<file path="src/rtl/chunked_arith_pkg.sv">
// Shared definitions for the chunked arithmetic units (adder, subtractor, multiplier front-end).
package chunked_arith_pkg;

   typedef enum logic [0:0] {
      IDLE = 1'b0,
      RUN  = 1'b1
   } chunked_state_e;

   localparam int default_data_width  = 32;
   localparam int default_chunk_width = 8;

endpackage

</file>
<file path="src/rtl/chunked_subtractor_if.sv">
// Request/acknowledge bus of the chunked subtractor.
interface chunked_subtractor_if #(
   parameter int data_width = 32
) ();

   logic                  req;
   logic [data_width-1:0] a;
   logic [data_width-1:0] b;
   logic                  busy;
   logic                  ack;
   logic [data_width-1:0] out;
   logic                  borrow;
   logic                  overflow;

   modport master (
      output req, a, b,
      input  busy, ack, out, borrow, overflow
   );

   modport slave (
      input  req, a, b,
      output busy, ack, out, borrow, overflow
   );

endinterface

</file>
<file path="src/rtl/chunk_sub_step.sv">
// One chunk of a - b as a + ~b + cin; cout is the inverted borrow.
module chunk_sub_step #(
   parameter int chunk_width = 8
) (
   input  logic [chunk_width-1:0] a_chunk,
   input  logic [chunk_width-1:0] b_chunk,
   input  logic                   cin,
   output logic [chunk_width-1:0] d,
   output logic                   cout
);

   // Widen by one bit so the carry-out falls out of the sum.
   always_comb begin
      {cout, d} = {1'b0, a_chunk} + {1'b0, ~b_chunk} + {{chunk_width{1'b0}}, cin};
   end

endmodule

</file>
<file path="src/rtl/chunked_subtractor.sv">
// Sequential subtractor: one chunk per clock, LSB chunk first, carry registered between chunks.
//
// state | meaning
// IDLE  | waiting for req; outputs hold the last result
// RUN   | processing chunk cnt of the latched operands
module chunked_subtractor
   import chunked_arith_pkg::*;
#(
   parameter int data_width  = default_data_width,
   parameter int chunk_width = default_chunk_width
) (
   input logic            clk,
   input logic            rst,
   chunked_subtractor_if.slave bus
);

   localparam int num_chunks = data_width / chunk_width;
   localparam int cnt_w      = (num_chunks > 1) ? $clog2(num_chunks) : 1;
   localparam logic [cnt_w-1:0] last_cnt = cnt_w'(num_chunks - 1);

   localparam logic [0:0] st_idle = 1'(IDLE);
   localparam logic [0:0] st_run  = 1'(RUN);

   logic [0:0]             state;
   logic [cnt_w-1:0]       cnt;
   logic [data_width-1:0]  a_q;
   logic [data_width-1:0]  b_q;
   logic [data_width-1:0]  res_q;
   logic [data_width-1:0]  res_next;
   logic                   carry;
   logic [chunk_width-1:0] a_chunk;
   logic [chunk_width-1:0] b_chunk;
   logic [chunk_width-1:0] d_chunk;
   logic                   c_chunk;
   logic                   last;
   logic [data_width-1:0]  out_q;
   logic                   borrow_q;
   logic                   ovf_q;
   logic                   ack_q;

   // Select the active chunk of each operand and merge the new difference chunk into the result.
   always_comb begin
      a_chunk  = a_q[int'(cnt) * chunk_width +: chunk_width];
      b_chunk  = b_q[int'(cnt) * chunk_width +: chunk_width];
      last     = (cnt == last_cnt);
      res_next = res_q;
      res_next[int'(cnt) * chunk_width +: chunk_width] = d_chunk;
   end

   chunk_sub_step #(
      .chunk_width (chunk_width)
   ) u_step (
      .a_chunk (a_chunk),
      .b_chunk (b_chunk),
      .cin     (carry),
      .d       (d_chunk),
      .cout    (c_chunk)
   );

   // FSM, chunk counter, operand latch and result/flag registers.
   always_ff @(posedge clk) begin
      if (rst) begin
         state    <= st_idle;
         cnt      <= '0;
         a_q      <= '0;
         b_q      <= '0;
         res_q    <= '0;
         carry    <= 1'b1;
         out_q    <= '0;
         borrow_q <= 1'b0;
         ovf_q    <= 1'b0;
         ack_q    <= 1'b0;
      end else begin
         ack_q <= 1'b0;
         case (state)
            st_idle: begin
               if (bus.req) begin
                  a_q   <= bus.a;
                  b_q   <= bus.b;
                  res_q <= '0;
                  carry <= 1'b1;
                  cnt   <= '0;
                  state <= st_run;
               end
            end
            st_run: begin
               res_q <= res_next;
               carry <= c_chunk;
               cnt   <= cnt + 1'b1;
               if (last) begin
                  state    <= st_idle;
                  cnt      <= '0;
                  ack_q    <= 1'b1;
                  out_q    <= res_next;
                  borrow_q <= ~c_chunk;
                  // Signed overflow: operand signs differ and the result sign differs from a.
                  ovf_q    <= (a_q[data_width-1] != b_q[data_width-1]) &&
                              (d_chunk[chunk_width-1] != a_q[data_width-1]);
               end
            end
            default: state <= st_idle;
         endcase
      end
   end

   assign bus.busy     = (state == st_run);
   assign bus.ack      = ack_q;
   assign bus.out      = out_q;
   assign bus.borrow   = borrow_q;
   assign bus.overflow = ovf_q;

endmodule

</file>
<file path="src/flat_wrapper.sv">
// flat-port wrapper written by rule: the top's interface ports become plain ports
module chunked_subtractor_flat import chunked_arith_pkg::*;
#(
   parameter int data_width  = default_data_width,
   parameter int chunk_width = default_chunk_width
)
  (clk, rst, bus_req, bus_a, bus_b, bus_busy, bus_ack, bus_out, bus_borrow, bus_overflow);
  chunked_subtractor_if #(.data_width(data_width)) bus_i ();
  input logic clk;
  input logic rst;
  input wire logic [$bits(bus_i.req)-1:0] bus_req;
  input wire logic [$bits(bus_i.a)-1:0] bus_a;
  input wire logic [$bits(bus_i.b)-1:0] bus_b;
  output wire logic [$bits(bus_i.busy)-1:0] bus_busy;
  output wire logic [$bits(bus_i.ack)-1:0] bus_ack;
  output wire logic [$bits(bus_i.out)-1:0] bus_out;
  output wire logic [$bits(bus_i.borrow)-1:0] bus_borrow;
  output wire logic [$bits(bus_i.overflow)-1:0] bus_overflow;
  assign bus_i.req = bus_req;
  assign bus_i.a = bus_a;
  assign bus_i.b = bus_b;
  assign bus_busy = bus_i.busy;
  assign bus_ack = bus_i.ack;
  assign bus_out = bus_i.out;
  assign bus_borrow = bus_i.borrow;
  assign bus_overflow = bus_i.overflow;
  chunked_subtractor #(.data_width(data_width), .chunk_width(chunk_width)) u_core (.clk(clk), .rst(rst), .bus(bus_i));
endmodule
</file>
<file path="config.mk">
export PLATFORM = sky130hd
export DESIGN_NAME = chunked_subtractor_flat
export DESIGN_NICKNAME = d
export VERILOG_FILES = /design/src/rtl/chunked_arith_pkg.sv /design/src/rtl/chunked_subtractor_if.sv /design/src/rtl/chunk_sub_step.sv /design/src/rtl/chunked_subtractor.sv /design/src/flat_wrapper.sv
export SDC_FILE = /design/constraint.sdc
export NUM_CORES = 1
export LEC_CHECK = 0
export CORE_ASPECT_RATIO = 0.7
export CORE_MARGIN = 1
export CORE_UTILIZATION = 47
export DETAILED_ROUTE_END_ITERATION = 12
export GPL_ROUTABILITY_DRIVEN = 0
export PLACE_DENSITY = 0.81
export SKIP_LAST_GASP = 1
export SYNTH_ARGS = -nofsm -noshare
export SYNTH_HDL_FRONTEND = slang
export SYNTH_SLANG_ARGS = --single-unit
</file>
<file path="constraint.sdc">
create_clock -name clk -period 2.94 [get_ports clk]
set_input_delay 0.588 -clock clk [delete_from_list [all_inputs] [get_ports clk]]
set_output_delay 0.588 -clock clk [all_outputs]
set_load 0.05 [all_outputs]
</file>
* After elaboration in Yosys (flattened, before gate mapping) *
Cells that the tools add are included.

storage, ports and cells
  bits in registers = 135
  logic and storage cells = 41
  output and inout port bits = 36
  input bits = 67

operators by class
  equal/unequal tests = 4
  reductions and logical operators = 4
  shifts and indexed selects = 4
  add/sub/neg operators = 4
  bitwise operators = 3
  mux-type cells = 12

operators by type and width
  kind                     count
  $pmux 32 s2              1
  $shiftx 32x6->8          2
  $neg 5->33               1
  $shift 8x33->32 const A  1
  $shiftx 8x33->32         1
  $bwmux 32                1
  $mux 32                  1
  $add 8x8->9              1
  $add 9x1->9              1
  $not 8->8                1
  $mux 1                   4
  $mux 2                   2
  $pmux 1 s2               2
  $pmux 2 s2               1
  $reduce_and 2->1         2
  $add 2x1->2 const B      1
  $eq 2x2->1 const B       1
  $ne 1x1->1               2
  $ne 2x2->1 const B       1
  $not 1->1                2
  $reduce_or 2->1          1
  $logic_and 1x1->1        1

* Logic depth before layout (Yosys ltp) *
Gate-level depths: netlist of the first run.

  depth in word-level cells = 7
  depth in mapped cells = 11
  depth with buffers taken out = 10

* Cells and area by module *
Synthesis of the first run repeated with hierarchy kept, for this count alone.

unflattened totals
  cells, all modules = 668
  area, all modules = 5941.9 µm²

modules (own cells, without submodules)
  module              instances  cells an instance  sequential area each (µm²)  area an instance (µm²)
  chunked_subtractor  1          618                2702.6                      5576.6
  chunk_sub_step      1          50                 0.0                         365.4

* Worst setup path after synthesis of the first run *
OpenSTA, ideal clock, no wires.

  kind = reg2reg
  start point = register u_core.cnt[0]
  end point = register u_core.out_q[28], in the netlist u_core.bus.out[28]
  data required time = 2.862 ns
  buffers on the path = 2
  clock period less this slack = 2.997 ns
  arrival time = 2.919 ns
  slack = -0.057 ns
  library setup time = 0.078 ns
  cell stages (with the launch flop) = 12
  cell sequence = dfxtp_1 buf_4 buf_4 mux4_2 fa_1 inv_1 fa_1 a21o_2 a21oi_1 xnor2_1 a221oi_1 nor3_1

between the ends
  longest elaborated chain between the ends = 6
  elaborated cells between the ends (all ways) = 11
  classes of those cells = 3 x add/sub; 1 x eq/ne; 4 x shift; 1 x mux; 1 x bitwise; 1 x reduce/logical

ends and longest elaborated chain
  item                      line                      source
  start: declaration        chunked_subtractor.sv:25  logic [cnt_w-1:0] cnt;
  start signal: assignment  chunked_subtractor.sv:89  cnt <= cnt + 1'b1;
  $shiftx 32x6->8           chunked_subtractor.sv:44  b_chunk = b_q[int'(cnt) * chunk_width +: chunk_width];
  $not 8->8                 chunk_sub_step.sv:14      {cout, d} = {1'b0, a_chunk} + {1'b0, ~b_chunk} + {{chunk_width{1'b0}}, cin};
  $add 8x8->9               chunk_sub_step.sv:14
  $add 9x1->9               chunk_sub_step.sv:14
  $shiftx 8x33->32          chunked_subtractor.sv:47  res_next[int'(cnt) * chunk_width +: chunk_width] = d_chunk;
  $bwmux 32                 chunked_subtractor.sv:47
  end signal: assignment    chunked_subtractor.sv:94  out_q <= res_next;
  end: declaration          chunked_subtractor.sv:36  logic [data_width-1:0] out_q;

Several ways; a longest one is shown, not always the timed one.
A chain may end at the register's enable or synchronous reset.

* Worst setup path in the final report of the first run *
  start point = register u_core.cnt[0]
  end point = register u_core.res_q[6]

between the ends
  longest elaborated chain between the ends = 7
  elaborated cells between the ends (all ways) = 10
  classes of those cells = 3 x add/sub; 4 x shift; 2 x mux; 1 x bitwise

ends and longest elaborated chain
  item                    line                      source
  $shiftx 32x6->8         chunked_subtractor.sv:44
  $not 8->8               chunk_sub_step.sv:14
  $add 8x8->9             chunk_sub_step.sv:14
  $add 9x1->9             chunk_sub_step.sv:14
  $shiftx 8x33->32        chunked_subtractor.sv:47
  $bwmux 32 *             chunked_subtractor.sv:47
  $pmux 32 s2 *           chunked_subtractor.sv:75  case (state)
  end signal: assignment  chunked_subtractor.sv:87  res_q <= res_next;
  end: declaration        chunked_subtractor.sv:28  logic [data_width-1:0] res_q;

Every way passes the cells marked *; elsewhere a longest branch is shown, timed or not.

==> results of run 1 <==
layout by cell type, fill, tap and decap left out, types with 7 or more instances in the layout:
cell type        netlist  routed
nand3_1                8       8
nor3_1                12      12
ha_1                  13      13
buf_4                  3      17
o21ai_0               27      27
a22oi_1               14      14
dfxtp_1              135     134
a211oi_1              13      13
clkbuf_16              0      17
clkdlybuf4s50_1        0     101
nor2_1                40      40
a21oi_1               78      77
o21ai_1                7       7
nand2_1              154     154
inv_1                 21      21
mux4_2                16      16
a22o_1                15      15
power by group:
part           switching (mW)  leakage (nW)  internal, mW
registers              0.0406          1.10          1.89
logic                   0.432          1.44         0.316
clock network           0.789         0.328          1.64
cell usage after synthesis (2+ instances only):
master    number
nand2_1      154
fa_1           2
mux4_2        16
buf_4          3
inv_2          2
a22o_1        15
buf_1          8
ha_1          13
nand2b_1       3
a22o_2         2
nor2b_1        4
a221oi_1       6
a21o_1         4
nand3_1        8
dfxtp_1      135
and2_1         3
and3_1         3
a22oi_1       14
inv_1         21
o21ai_0       27
nor2_1        40
buf_2         13
or3_1          2
a21oi_1       78
nor3_1        12
a211oi_1      13
clkbuf_1      16
a21o_2         2
o21ai_1        7
path summary, 6_finish.rpt:
path	endpoint	depth (start not counted)	slack, ns	from
max	u_core.res_q[6]	10	0.02	u_core.cnt[0]
min	u_core.b_q[17]	2	0.45	u_core.b_q[17]
min reg2reg	u_core.b_q[17]	2	0.45	u_core.b_q[17]
max reg2reg	u_core.res_q[6]	10	0.02	u_core.cnt[0]
registers in the layout, summed over array words and instances (netlist names):
signal and flops:
u_core.bus.borrow 1, u_core.cnt 2, u_core.b_q 32, u_core.bus.ack 1
u_core.bus.out 32, u_core.res_q 32, u_core.bus.overflow 1, u_core.a_q 32
u_core.carry 1, u_core.bus.busy 1
final cells by class:
cell class / count / area (um2) / area share [%]
Multi-Input combinational cell: 453 / 2780 / 36.3
Sequential cell: 135 / 2710 / 35.4
Timing Repair Buffer: 122 / 1190 / 15.6
Clock buffer: 21 / 460 / 6.02
Clock inverter: 11 / 219 / 2.86
Tap cell: 157 / 196 / 2.57
Inverter: 24 / 90.1 / 1.18
per-layer routing:
layer  share of wire (%)  routed length, um
met1                  43               6840
met2                  46               7350
met3                 9.0               1430
met4                 1.8                285
met5                   0                  0
per-stage QoR:
stage | power [mW] | area [um2]
2_1_floorplan | 2.40 | 5740
3_5_place_dp | 2.67 | 6910
5_1_grt | 5.25 | 7650
6_report | 5.11 | 7650
4_1_cts | 5.09 | 7600
3_3_place_gp | 2.64 | 6910
worst max-delay path, stage by stage (launching register included):
cell     delay (ns)
dfxtp_4        0.38
mux4_2         0.50
inv_1          0.08
fa_1           0.20
inv_1          0.06
fa_1           0.41
a21o_2         0.26
a31o_2         0.28
a21oi_4        0.18
xor2_4         0.32
o21ai_1        0.12
cells by family (layout without fill, tap and decap cells):
kind of cell	Yosys count	count (layout)	synth area share, %
flip-flops	135	135	47.1
adder cells (fa/ha/maj)	15	15	3.54
AND/OR/NAND/NOR	235	235	17.2
buffers and inverters	65	178	4.76
multiplexers	16	16	6.29
AO/OA/AOI/OAI	184	184	20.3
XOR/XNOR	3	3	0.786
timing repair:
item | 4_1_cts | 5_1_grt
hold buffers | 0 | 0
resized for setup | 1 | 3
setup buffers | 1 | 5
endpoints found under the setup margin | 3 | 16
pin swaps | 2 | 2
==> results.py, run 1 <==
metrics = {
    "status": {
        "outcome": "finished clean",
    },
    "routing": {
        "drt_pass1_iterations": 5,
        "drtAntennaViolNets": 0,
        "viasPerCell": 5.71,
        "drt_wl_total_um": 15900,
        "routedWlPerCell_um": 17.2,
        "drt-initial-drc-count": 507,
        "remaining_drc_errors": 0,
        "dr_total_vias": 5269,
    },
    "power": {
        "ir_drop_mv": 0.494,
        "leakagePower_nw": 2.87,
        "p_per_area_nw_per_um2": 668,
    },
    "finish": {
        "drive_above_1_share_pct": 11.5,
        "layout.nets": 835,
        "final_util_pct": 64.7,
        "final_cells": 923,
        "area_growth_pct": 33.4,
        "fillCellCount": 923,
        "diodes": 0,
    },
    "critical_path": {
        "cp-start-kind": "flop",
        "critPathCaptureType": "flop",
        "cp_max_fo": 8,
        "critPathKind": "reg2reg",
        "cp.required_ns": 3.23,
        "arrival_ns": 3.21,
    },
    "clock_tree": {
        "clkLatencyLatePin_ns": 0.42,
        "clock-root-buffer": "clkbuf_16",
        "cts_sinks": 135,
        "h-tree-depth": 4,
        "cts.clk_slew.worst_paths_ns": 0.06,
        "cts_max_path_buffers": 2,
        "cts_buffers": 17,
        "cts_tree": "built",
    },
    "placement": {
        "io_buffers": 102,
        "dp_cells": 885,
        "pre_cts_ws_ns": 0.0449,
        "dp_hpwl_um": 11300,
    },
    "logic_synthesis": {
        "synth_top_area_share_pct": 47.1,
        "synthArstFlopShare_pct": 0,
        "ys_seq_area_share_pct": 47.1,
        "netlist_area_um2": 5730,
        "syn_inst": 653,
        "ys_ff_latch": 135,
        "synth-main-ff-cell": "dfxtp_1",
        "yosysTopAreaCell": "dfxtp_1",
        "avgSynthCellArea_um2": 8.78,
        "netlist_top_cells_area": "dfxtp_1 (47%), nand2_1 (10%), a21oi_1 (6.8%)",
        "synth_cell_types": 56,
        "synth_edf_count": 0,
        "syn_nets": 735,
        "synth_warnings": 0,
    },
    "floorplan": {
        "initial_core_util_pct": 48.5,
        "pin_count": 103,
        "die_y_um": 94.4,
        "dieArea_um2": 12700,
        "fp.dieW_um": 134,
        "core_area_um2": 11800,
        "rows": 33,
    },
    "global_routing": {
        "grt-ovfl-total": 0,
        "grtUsageTotal_pct": 26.2,
        "grt_use_met1_pct": 34.1,
        "grt_most_used_layer": "met2",
        "grt_use_met2_pct": 42.1,
        "grt_pass1_wl_um": 25300,
        "grt_pass1_vias": 5165,
        "grtUsageMet3_pct": 6.28,
        "grt_max_degree": 65,
        "grt_antenna_before_repair": 0,
    },
    "sta": {
        "setup_tns_ns": 0,
        "clock_skew_ns": 0.00742,
        "finalWorstSetupSlack_ns": 0.0221,
        "slew_headroom_pct": 41.6,
        "clock.fmax_mhz": 343,
        "hold_viol": 0,
        "hold_ws_ns": 0.454,
        "tightest_slew_ns": 0.872,
        "min_period_ns": 2.92,
        "setup_viol": 0,
        "finalMaxSlewViolations": 0,
        "period_share_pct": 99.2,
    },
    "hold_path": {
        "hp-class": "reg2reg",
    },
    "job": {
        "cap_violations": 0,
    },
}
Note: power is estimated with default switching activity, not from simulation.
==> run 2, diff against run 1 <==
--- a/config.mk
+++ b/config.mk
@@ -5,6 +5,7 @@
 export SDC_FILE = /design/constraint.sdc
 export NUM_CORES = 1
 export LEC_CHECK = 0
+export ABC_CLOCK_PERIOD_IN_PS = 2940
 export CORE_ASPECT_RATIO = 0.7
 export CORE_MARGIN = 1
 export CORE_UTILIZATION = 47
==> results of run 2 <==
Same layout as run 1: the final DEF is identical, and so are final timing and power.
==> run 3, diff against run 2 <==
--- a/config.mk
+++ b/config.mk
@@ -6,12 +6,15 @@
 export NUM_CORES = 1
 export LEC_CHECK = 0
 export ABC_CLOCK_PERIOD_IN_PS = 2940
+export CELL_PAD_IN_SITES_DETAIL_PLACEMENT = 1
+export CELL_PAD_IN_SITES_GLOBAL_PLACEMENT = 2
 export CORE_ASPECT_RATIO = 0.7
 export CORE_MARGIN = 1
-export CORE_UTILIZATION = 47
+export CORE_UTILIZATION = 28
 export DETAILED_ROUTE_END_ITERATION = 12
 export GPL_ROUTABILITY_DRIVEN = 0
 export PLACE_DENSITY = 0.81
+export SETUP_SLACK_MARGIN = 0.4
 export SKIP_LAST_GASP = 1
 export SYNTH_ARGS = -nofsm -noshare
 export SYNTH_HDL_FRONTEND = slang
==> run 3 against run 2 <==
  * Total power shrank 3.1%
  * Combinational power grew 36%
  * Final cell count grew 14%
  * Via count shrank 0.44%
  * Maximum frequency grew 4.5%
  * Core utilization shrank 24 points
  * Worst setup slack gained 0.13 ns
  * First-iteration DRC count shrank 25%
  * Non-clock buffer count grew 15
  * Worst hold slack gained 0.0041 ns
  * Critical endpoint is now u_core.bus.out[14]
  * Highest routed layer unchanged
==> results.py, run 3 (synthesis results as in run 1) <==
metrics = {
    "sta": {
        "hold_viol": 0,
        "min_period_ns": 2.79,
        "clock.fmax_mhz": 358,
        "setup_viol": 0,
        "slew_headroom_pct": 29.3,
        "setup_tns_ns": 0,
        "period_share_pct": 95.0,
        "finalMaxSlewViolations": 0,
        "tightest_slew_ns": 1.05,
        "clock_skew_ns": 0.0115,
        "rsz0062_at_grt": "yes",
    },
    "floorplan": {
        "core_area_um2": 19900,
        "initial_core_util_pct": 28.8,
        "dieArea_um2": 21100,
        "fp.dieW_um": 173,
        "rows": 43,
        "die_y_um": 122,
        "pin_count": 103,
    },
    "clock_tree": {
        "h-tree-depth": 4,
        "cts_max_path_buffers": 2,
        "cts_buffers": 17,
        "postCtsHoldBufs": 0,
        "cts_tree": "built",
        "clock-root-buffer": "clkbuf_16",
        "cts_sinks": 135,
        "clkLatencyLatePin_ns": 0.43,
        "cts.clk_slew.worst_paths_ns": 0.06,
    },
    "critical_path": {
        "critPathKind": "reg2reg",
        "cp_num_buf_inv": 3,
        "crit_family": "compound AO/OA/AOI/OAI gates",
        "crit_chain": "mux4_2 -> inv_2 -> fa_2 -> inv_2 -> fa_2 -> a21o_4 -> a31o_4 -> a21oi_4 -> xor2_4 -> buf_6 -> o21ai_1",
        "cp_max_fo": 4,
        "r2r_end": "u_core.bus.out[14]",
        "cp_slowest_cell": "mux4_2",
        "rrSetupSlack_ns": 0.15,
        "cp.required_ns": 3.25,
        "reg2reg_from": "u_core.cnt[0]",
        "r2r_cells": 11,
        "critPathCaptureType": "flop",
        "max_stage_delay_ns": 0.52,
        "crit_cells": 11,
        "cp-start-kind": "flop",
        "arrival_ns": 3.10,
    },
    "routing": {
        "drtAntennaViolNets": 0,
        "viasPerCell": 5.00,
        "drt-initial-drc-count": 382,
        "drt_wl_total_um": 19500,
        "dr_total_vias": 5246,
        "routedWlPerCell_um": 18.6,
        "drt_pass1_iterations": 5,
        "remaining_drc_errors": 0,
    },
    "finish": {
        "final_area_um2": 8180,
        "drive_above_1_share_pct": 20.5,
        "diodes": 0,
        "final_cell_mix": "nand2_1 (152), dfxtp_1 (133), clkdlybuf4s50_1 (101)",
        "layout.nets": 850,
        "final_common_cell": "nand2_1",
        "area_growth_pct": 42.7,
    },
    "status": {
        "outcome": "finished clean",
    },
    "job": {
        "cap_violations": 0,
    },
    "global_routing": {
        "grt_antenna_before_repair": 0,
        "grt_max_degree": 65,
        "grtUsageTotal_pct": 18.8,
        "grt_pass1_wl_um": 30300,
        "grt-ovfl-total": 0,
        "grt_pass1_vias": 5610,
    },
    "placement": {
        "io_buffers": 102,
        "place_area_um2": 7100,
        "dp_hpwl_um": 13700,
    },
    "hold_path": {
        "hp-class": "reg2reg",
        "hold_start": "u_core.b_q[29]",
        "whs_path_depth": 2,
        "whs_endpoint": "u_core.b_q[29]",
    },
    "power": {
        "ir_drop_mv": 0.434,
        "leakagePower_nw": 2.97,
        "p_per_area_nw_per_um2": 605,
    },
}
-- run 3: worst max path at each step --
| stage | startpoint | to | slack, ns |
|---|---|---|---|
| finish | u_core.cnt[0] | u_core.bus.out[14] | 0.15 |
| global route | u_core.cnt[0] | u_core.res_q[30] | 0.09 |
| CTS | u_core.cnt[0] | u_core.bus.out[14] | 0.23 |
| detailed placement | u_core.cnt[0] | u_core.bus.out[29] | 0.11 |
| global placement | u_core.cnt[0] | u_core.bus.out[22] | 0.19 |
| floorplan | u_core.cnt[0] | u_core.bus.out[14] | 0.25 |
-- run 3: area by class of cell --
class / count / area, um2
Timing Repair Buffer: 137 / 1370
Clock buffer: 21 / 460
Sequential cell: 135 / 2710
Fill cell: 2272 / 11700
Tap cell: 270 / 338
Multi-Input combinational cell: 453 / 3140
Inverter: 24 / 90.1
Clock inverter: 9 / 78.8
-- run 3: what timing repair did --
action,4_1_cts,5_1_grt
endpoints found under the setup margin,39,59
resized for setup,47,45
pin swaps,16,26
setup buffers,13,6
-- run 3: per-stage QoR --
stage / power, mW / hold slack (ns) / instances / utilization (%) / setup slack [ns]
after floorplan: 2.42 / 0.425 / 653 / - / 0.252
after global routing: 5.15 / 0.475 / 1049 / 41.1 / 0.0889
final: 4.95 / 0.458 / 1049 / 41.1 / 0.148
after detailed placement: 2.73 / 0.445 / 1000 / 35.7 / 0.107
after global placement: 2.70 / 0.436 / 1000 / 35.7 / 0.188
after CTS: 4.86 / 0.457 / 1043 / 39.9 / 0.232
-- run 3: worst min-delay path, delay by kind of cell, from the launching register on --
family             cells  cell delay, ns
AOI/OAI and AO/OA      1            0.05
and+or+nand+nor        1            0.05
DFF                    1            0.31
-- run 3: routing by layer --
metal / up-vias / share of wire [%] / GRT usage [%]
li1: 2495 / - / -
met1: 2590 / 48 / 25.7
met2: 146 / 45 / 29.1
met3: 15 / 5.6 / 4.71
met4: 0 / 1.0 / 6.03
met5: - / 0 / 0
-- run 3: where the power goes --
part           switching (mW)  internal (mW)  total, mW
logic                   0.559          0.466       1.02
registers              0.0445           1.89       1.94
clock network           0.803           1.19       1.99
total                    1.41           3.55       4.95
==> RTL change: new RTL, flow settings as in run 2 <==
The package constant `default_data_width` goes from 32 to 16.
--- a/src/rtl/chunked_arith_pkg.sv
+++ b/src/rtl/chunked_arith_pkg.sv
@@ -8,3 +8,3 @@
 
-   localparam int default_data_width  = 32;
+   localparam int default_data_width  = 16;
    localparam int default_chunk_width = 8;
Interface: changed (resized bus_a, bus_b and bus_out); port bits go from 103 to 55. The function was not compared with the original's and may differ.
==> RTL change against run 2 <==
  * Critical path depth fell by 1
  * Worst setup slack improved by 340 ps
  * Total power fell by 61%
  * Clock skew fell by 2.8 ps
  * Sequential cell count fell by 73
  * Critical path type unchanged
  * Critical endpoint unchanged
  * Design area fell by 55%
  * Largest cell class unchanged
  * Synthesized cell count fell by 54%
  * Area after synthesis fell by 54%
  * Wire length fell by 63%
==> RTL change: results <==
cts:
  cts_resized: 0
  cts-htree-levels: 3
  cts_inserted_buffers: 9
  root_buffer: "clkbuf_8"
  clock_sinks: 62
route:
  wl_met2_um: 2360
  wl_per_cell_um: 13.6
  drtIter0Drc: 132
  dr.pass1.iters: 4
  m1WireLength_um: 2940
  wl_met3_um: 397
placement:
  preCtsSetupSlack_ps: 211
  dp_cells: 413
  place_area_sq_um: 3240
global_route:
  grt.met1_usage: 0.295
  grtUsageMet3: 0.0869
  use_met2: 0.316
  grt_max_degree: 35
  grt_pass1_wl_um: 9980
  track_usage: 0.220
worst_setup_path:
  cp_top_family: "adder cells"
  crit_start: "u_core.cnt"
  cpMaxStageDelayCell: "or4b_1"
  rr_startpoint: "u_core.cnt"
sta:
  slew_headroom: 0.449
  whs_ps: 452
layout:
  clock_cell_area_share: 0.0547
  buffers: 60
  fillers: 480
  nonClkBufAreaFrac: 0.171
  finalNetCount: 396
  regArea_sq_um: 1240
  drive_gt1_frac: 0.0815
  multi_input_area_share: 0.382
  clkbuf_count: 10
yosys:
  synthTopCellsByCount: "nand2_1 (74), dfxtp_1 (62), a21oi_1 (38)"
  synth.avg_cell_area_sq_um: 8.77
  synth_fp_nets: 347
  ys_seq_area_frac: 0.467
pwr:
  irDropWorstVdd_mv: 0.241
run_status:
  status: "finished, final reports clean"
## RTL change: logic make-up (layout without fill, tap and decap cells)
group                    count (synthesis)  after routing  share of synthesized area
adder cells (fa/ha/maj)                  9              9                     0.0480
AO/OA/AOI/OAI                           77             77                      0.192
AND/OR/NAND/NOR                        110            110                      0.178
buffers and inverters                   26             79                     0.0414
flip-flops                              62             62                      0.467
XOR/XNOR                                 3              3                    0.00989
multiplexers                            16             16                     0.0640
## RTL change: worst min-delay path, delay by kind of cell, from the launching register on
kind             cells  cell delay (ps)
DFF                  1              310
and+or+nand+nor      2               90
## RTL change: power breakdown
| part | leakage (uW) | switching, uW | internal, uW | total [uW] |
|---|---|---|---|---|
| Sequential | 0.000506 | 32.6 | 886 | 918 |
| Combinational | 0.000727 | 209 | 172 | 381 |
| Clock | 0.000102 | 312 | 403 | 715 |
